**src/rtl/reaction_timer_ctrl_if.sv**
```systemverilog
// ============================================================================
// reaction_timer_ctrl_if : button, BCD-counter and status signals of the
//                          reaction-timer controller
// Revision : 1.0
// ============================================================================
`default_nettype none
`timescale 1ns/1ps

interface reaction_timer_ctrl_if;
  logic       start;
  logic       stop;
  logic       cnt_ceo;
  logic       cnt_clr;
  logic       cnt_en;
  logic       led;
  logic       tick;
  logic [2:0] state;
  logic       done;
  logic       early;
  logic       timeout;

  modport master (
    output start, stop, cnt_ceo,
    input  cnt_clr, cnt_en, led, tick, state, done, early, timeout
  );

  modport slave (
    input  start, stop, cnt_ceo,
    output cnt_clr, cnt_en, led, tick, state, done, early, timeout
  );
endinterface

`default_nettype wire

```
**src/rtl/reaction_timer_ctrl.sv**
```systemverilog
// ============================================================================
// reaction_timer_ctrl : FSM sequencing a 3-digit BCD ms counter for a
//                       reaction-timer game (random delay, LED, stop, flags)
// Revision : 1.0
// ============================================================================
`default_nettype none
`timescale 1ns/1ps

module reaction_timer_ctrl #(
  parameter int TICK_DIV     = 50000,
  parameter int DELAY_MIN_MS = 1000,
  parameter int DLY_W        = 12
) (
  input wire                   clk_i,
  input wire                   rst_ni,
  reaction_timer_ctrl_if.slave ctl
);

  localparam int               c_pw        = (TICK_DIV > 2) ? $clog2(TICK_DIV) : 1;
  localparam logic [c_pw-1:0]  c_tick_last = c_pw'(TICK_DIV - 1);
  localparam logic [DLY_W-1:0] c_dly_min   = DLY_W'(DELAY_MIN_MS);
  localparam logic [DLY_W-1:0] c_dly_one   = DLY_W'(1);

  typedef enum logic [2:0] {
    S_IDLE    = 3'd0,
    S_WAIT    = 3'd1,
    S_RUN     = 3'd2,
    S_DONE    = 3'd3,
    S_EARLY   = 3'd4,
    S_TIMEOUT = 3'd5
  } state_t;

  state_t           state_q, state_d;
  logic [15:0]      lfsr_q, lfsr_d;
  logic [c_pw-1:0]  presc_q, presc_d;
  logic [DLY_W-1:0] dly_q, dly_d;
  logic             start_q, stop_q;

  logic             w_tick;
  logic             w_start_rise;
  logic             w_stop_rise;
  logic             w_fb;
  logic [DLY_W-1:0] w_dly_load;
  logic             w_cnt_clr;
  logic             w_cnt_en;
  logic             w_led;
  logic             w_done;
  logic             w_early;
  logic             w_timeout;

  // Edge registers reset to 1 so a button held through reset is not an edge.
  always_ff @(posedge clk_i or negedge rst_ni) begin
    if (!rst_ni) begin
      state_q <= S_IDLE;
      lfsr_q  <= 16'hACE1;
      presc_q <= '0;
      dly_q   <= '0;
      start_q <= 1'b1;
      stop_q  <= 1'b1;
    end else begin
      state_q <= state_d;
      lfsr_q  <= lfsr_d;
      presc_q <= presc_d;
      dly_q   <= dly_d;
      start_q <= ctl.start;
      stop_q  <= ctl.stop;
    end
  end

  // Fibonacci LFSR, taps 16,14,13,11 (right-shifting form).
  assign w_fb       = lfsr_q[0] ^ lfsr_q[2] ^ lfsr_q[3] ^ lfsr_q[5];
  assign lfsr_d     = {w_fb, lfsr_q[15:1]};
  assign w_dly_load = c_dly_min + DLY_W'(lfsr_q[9:0]);

  assign w_tick       = (presc_q == c_tick_last);
  assign w_start_rise = ctl.start & ~start_q;
  assign w_stop_rise  = ctl.stop & ~stop_q;

  always_comb begin
    state_d   = state_q;
    presc_d   = w_tick ? '0 : presc_q + 1'b1;
    dly_d     = dly_q;
    w_cnt_clr = 1'b0;
    w_cnt_en  = 1'b0;
    w_led     = 1'b0;
    w_done    = 1'b0;
    w_early   = 1'b0;
    w_timeout = 1'b0;

    case (state_q)
      S_IDLE: begin
        w_cnt_clr = 1'b1;
        if (w_start_rise) begin
          state_d = S_WAIT;
          dly_d   = w_dly_load;
          presc_d = '0;
        end
      end

      S_WAIT: begin
        w_cnt_clr = 1'b1;
        if (w_tick) begin
          dly_d = dly_q - 1'b1;
        end
        if (w_stop_rise) begin
          state_d = S_EARLY;
        end else if (w_tick && (dly_q == c_dly_one)) begin
          state_d = S_RUN;
          presc_d = '0;
        end
      end

      S_RUN: begin
        w_led    = 1'b1;
        // A stop in the same cycle as a tick must not bump the displayed result.
        w_cnt_en = w_tick & ~ctl.cnt_ceo & ~w_stop_rise;
        if (w_stop_rise) begin
          state_d = S_DONE;
        end else if (ctl.cnt_ceo) begin
          state_d = S_TIMEOUT;
        end
      end

      S_DONE, S_EARLY, S_TIMEOUT: begin
        w_done    = (state_q == S_DONE);
        w_early   = (state_q == S_EARLY);
        w_timeout = (state_q == S_TIMEOUT);
        if (w_start_rise) begin
          state_d = S_WAIT;
          dly_d   = w_dly_load;
          presc_d = '0;
        end
      end

      default: begin
        w_cnt_clr = 1'b1;
        state_d   = S_IDLE;
      end
    endcase
  end

  assign ctl.cnt_clr = w_cnt_clr;
  assign ctl.cnt_en  = w_cnt_en;
  assign ctl.led     = w_led;
  assign ctl.tick    = w_tick;
  assign ctl.state   = state_q;
  assign ctl.done    = w_done;
  assign ctl.early   = w_early;
  assign ctl.timeout = w_timeout;

endmodule

`default_nettype wire

```
**src/flat_wrapper.sv**
```systemverilog
// flat-port wrapper written by rule: the top's interface ports become plain ports
module reaction_timer_ctrl_flat 
#(
  parameter int TICK_DIV     = 50000,
  parameter int DELAY_MIN_MS = 1000,
  parameter int DLY_W        = 12
)
  (clk_i, rst_ni, ctl_start, ctl_stop, ctl_cnt_ceo, ctl_cnt_clr, ctl_cnt_en, ctl_led, ctl_tick, ctl_state, ctl_done, ctl_early, ctl_timeout);
  reaction_timer_ctrl_if ctl_i ();
  input wire clk_i;
  input wire rst_ni;
  input wire logic [$bits(ctl_i.start)-1:0] ctl_start;
  input wire logic [$bits(ctl_i.stop)-1:0] ctl_stop;
  input wire logic [$bits(ctl_i.cnt_ceo)-1:0] ctl_cnt_ceo;
  output wire logic [$bits(ctl_i.cnt_clr)-1:0] ctl_cnt_clr;
  output wire logic [$bits(ctl_i.cnt_en)-1:0] ctl_cnt_en;
  output wire logic [$bits(ctl_i.led)-1:0] ctl_led;
  output wire logic [$bits(ctl_i.tick)-1:0] ctl_tick;
  output wire logic [$bits(ctl_i.state)-1:0] ctl_state;
  output wire logic [$bits(ctl_i.done)-1:0] ctl_done;
  output wire logic [$bits(ctl_i.early)-1:0] ctl_early;
  output wire logic [$bits(ctl_i.timeout)-1:0] ctl_timeout;
  assign ctl_i.start = ctl_start;
  assign ctl_i.stop = ctl_stop;
  assign ctl_i.cnt_ceo = ctl_cnt_ceo;
  assign ctl_cnt_clr = ctl_i.cnt_clr;
  assign ctl_cnt_en = ctl_i.cnt_en;
  assign ctl_led = ctl_i.led;
  assign ctl_tick = ctl_i.tick;
  assign ctl_state = ctl_i.state;
  assign ctl_done = ctl_i.done;
  assign ctl_early = ctl_i.early;
  assign ctl_timeout = ctl_i.timeout;
  reaction_timer_ctrl #(.TICK_DIV(TICK_DIV), .DELAY_MIN_MS(DELAY_MIN_MS), .DLY_W(DLY_W)) u_core (.clk_i(clk_i), .rst_ni(rst_ni), .ctl(ctl_i));
endmodule
```
**config.mk**
```make
export PLATFORM = sky130hd
export DESIGN_NAME = reaction_timer_ctrl_flat
export DESIGN_NICKNAME = d
export VERILOG_FILES = /design/src/rtl/reaction_timer_ctrl_if.sv /design/src/rtl/reaction_timer_ctrl.sv /design/src/flat_wrapper.sv
export SDC_FILE = /design/constraint.sdc
export NUM_CORES = 1
export LEC_CHECK = 0
export ABC_AREA = 1
export CAP_MARGIN = 0
export CORE_MARGIN = 2
export CORE_UTILIZATION = 35
export CTS_CLUSTER_DIAMETER = 150
export DETAILED_ROUTE_END_ITERATION = 10
export PLACE_DENSITY = 0.52
export SETUP_SLACK_MARGIN = 0.05
export SYNTH_ARGS = -nofsm -noshare
export SYNTH_HDL_FRONTEND = slang
export SYNTH_SLANG_ARGS = --single-unit
```
**constraint.sdc**
```tcl
create_clock -name clk_i -period 4.2 [get_ports clk_i]
set_input_delay 1.26 -clock clk_i [delete_from_list [all_inputs] [get_ports clk_i]]
set_output_delay 1.26 -clock clk_i [all_outputs]
set_load 0.1 [all_outputs]
```
==> flow_metrics.env <==
export IMPL_crit_path_cell_trace="clkdlybuf4s50_1 -> inv_1 -> nor2_1 -> inv_1 -> nand2_1 -> nor3_4 -> buf_12"
export IMPL_stdcell_area_mm2=0.00305
export IMPL_p_comb_share_pct=48.1
export IMPL_layout_common_cells="nand2_1, nor2_1, inv_1"
export IMPL_area_growth_pct=14.2
export IMPL_postCtsHoldBufs=0
export IMPL_setup_viol=0
export IMPL_post_cts_resized=0
export IMPL_ys_ff_latch=49
export IMPL_critPathBufInv=4
export IMPL_cp_top_family="buffers and inverters"
export IMPL_drv_slew=0
export IMPL_netlist_area_mm2=0.00268
export IMPL_slew_headroom_pct=35.0
export IMPL_min_period_over_period_pct=86.9
export IMPL_grt_pass1_vias=2118
export IMPL_wirelength_um=5710
export IMPL_cp_max_fo=3
export IMPL_syn_nets=375
export IMPL_first_iter_violations=127
export IMPL_p_seq_share_pct=34.1
export IMPL_cts_buffers=5
export IMPL_critPathLaunchType="primary input"
export IMPL_status="finished, final reports clean"
export IMPL_start_util_pct=36.5
export IMPL_skew_ns=0.0145
export IMPL_num_vias=2225
export IMPL_yosysTopAreaCellShare_pct=36.5
export IMPL_internal_power_mw=1.03
export IMPL_remaining_drc_errors=0
export IMPL_pre_cts_ws_ns=0.554
export IMPL_ys_types=21
export IMPL_cts_tree="yes"
export IMPL_maxCapViolCount=0
export IMPL_syn_mean_instance_area_um2=7.31
export IMPL_netSwitchingFraction_pct=47.8
export IMPL_drive_gt1_share_pct=8.85
export IMPL_core_area_mm2=0.00733
export IMPL_final_setup_worst_slack_ns=0.548
export IMPL_max_freq_mhz=274
export IMPL_power_leakage_nw=1.48
export IMPL_clockPowerShare_pct=17.8
export IMPL_antenna_left=0
export IMPL_post_cts_setup_buffer_count=0
export IMPL_rsz0062_at_grt="false"
export IMPL_globalRouteOverflowTotal=0
export IMPL_ys_top_cells_by_area="dfrtp_1, nand2_1, dfstp_2"
export IMPL_period_minus_slack_ns=3.65
export IMPL_diodes=0
export IMPL_die_w_um=91.4
export IMPL_die_area_mm2=0.00836
export IMPL_gp_congestion=0.837
export IMPL_crit_top_cell="inv_1"
export IMPL_ir_drop_uv=198
export IMPL_min_path_type="reg2reg"
export IMPL_place_area_mm2=0.00293
export IMPL_crit_required_ns=2.94
export IMPL_clk_latency_ns=0.31
export IMPL_powerDensity_mw_per_mm2=649
export IMPL_dp_hpwl_um=4160
export IMPL_layout_area_seq_mm2=0.00124
export IMPL_grt_usage_pct=14.8
export IMPL_grt_pass1_wl_um=10000
export IMPL_antenna_found_initial=0
export IMPL_ios=15
export IMPL_multi_input_comb_area_mm2=0.00128
export IMPL_yosys_area_top_type="dfrtp_1"
export IMPL_slowest_delay_ns=0.43
export IMPL_fin_nets=392
export IMPL_fp_dieH_um=91.4
export IMPL_yosysWarnings=0
export IMPL_root_buffer="clkbuf_8"
export IMPL_hold_viol_final=0
export IMPL_cts_clk_slew_worst_paths_ns=0.08
export IMPL_htreeDepth=2
export IMPL_whs_ns=0.359
export IMPL_synthCells=366
export IMPL_crit_type="in2out"
export IMPL_tightestPinTransition_ns=0.973
export IMPL_crit_slowest_cell="clkdlybuf4s50_1"
export IMPL_cp_arrival_ns=2.39
export IMPL_clock_path_buffers=2
export IMPL_critPathCaptureType="output port"
export IMPL_grt_max_degree=27
export IMPL_p_sw_uw=948
export IMPL_num_rows=31
export IMPL_cts_sinks=49
export IMPL_setup_tns_ns=0
export IMPL_nFillCells=750
export IMPL_mostFrequentLayoutCell="nand2_1"
export IMPL_ys_seq_area_share_pct=46.3
export IMPL_drt_pre_antenna_iters=4
export IMPL_wl_per_cell_um=11.8
export IMPL_port_buffers=14
export IMPL_viasPerCell=4.61
-- worst register-to-register path, cell delays in order (launching register included) --
cell and delay (ns):
dfrtp_1 0.51, nand2_1 0.11, o211ai_2 0.60, nand2_1 0.14, nand2_1 0.47, nor2_1 0.10
-- synthesized netlist by cell type --
library cell and n:
o211ai_2 1, xor2_1 10, nor2_1 60, buf_2 2, nand3b_1 1, nor2_4 1
ha_1 4, o21bai_1 3, nand3_1 28, nor3_1 11, xnor2_1 6, a21oi_1 5
dfrtp_1 39, nand4_1 4, o21ai_0 13, buf_4 3, nand2_1 123, dfstp_2 10
a21oi_2 1, inv_2 1, inv_1 40
-- final cells by class --
type	count	share of cell area [%]
inverters	41	5.04
well taps	99	4.06
flip-flops and latches	49	40.6
repair buffers	15	4.51
clock buffers	6	2.70
clock inverters	2	1.23
multi-input cells	271	41.9
-- power groups by stage --
stage | sequential [mW] | clock [mW] | combinational, mW
after floorplan | 0.731 | 0 | 0.723
after global placement | 0.682 | 0 | 0.946
after detailed placement | 0.682 | 0 | 0.957
after CTS | 0.674 | 0.370 | 0.959
after global routing | 0.691 | 0.388 | 1.08
final | 0.675 | 0.353 | 0.952
-- layer usage --
metal / vias up / global-route usage [%] / share of wire [%]
li1: 1177 / - / -
met1: 1015 / 20.2 / 52
met2: 27 / 23.2 / 43
met3: 6 / 3.40 / 3.2
met4: 0 / 4.67 / 1.4
met5: - / 0 / 0
-- per-stage QoR --
stage                     cells  util (%)  power (mW)
after detailed placement    475      40.0        1.64
after global routing        483      41.7        2.16
final                       483      41.7        1.98
after floorplan             366         -        1.45
after CTS                   483      41.7        2.00
after global placement      475      40.0        1.63
-- cells by family after synthesis --
logic type               Yosys count  share of synthesized area (%)
buffers and inverters             46                           6.97
adder cells (fa/ha/maj)            4                           1.87
XOR/XNOR                          16                           5.24
AO/OA/AOI/OAI                     23                           5.00
flip-flops                        49                           46.3
AND/OR/NAND/NOR                  228                           34.6
-- flip-flops by register name (all words and copies together), names as in the netlist --
signal and cells:
u_core.dly_q 12, u_core.stop_q 1, u_core.presc_q 16, u_core.ctl.state 3, u_core.start_q 1, u_core.lfsr_q 16
-- worst paths after layout --
kind                                     startpoint  slack, ns                 end  cells past startpoint
worst max-delay path                       ctl_stop       0.55          ctl_cnt_en                      7
worst min-delay path              u_core.lfsr_q[11]       0.36   u_core.lfsr_q[10]                      0
worst max register to register  u_core.ctl.state[0]       2.13   u_core.presc_q[9]                      5
worst min register to register    u_core.lfsr_q[11]       0.36   u_core.lfsr_q[10]                      0
max in group asynchronous                    rst_ni       2.49   u_core.lfsr_q[15]                      2
min in group asynchronous                    rst_ni       0.92  u_core.presc_q[12]                      1
Note: power is estimated with default switching activity, not from simulation.
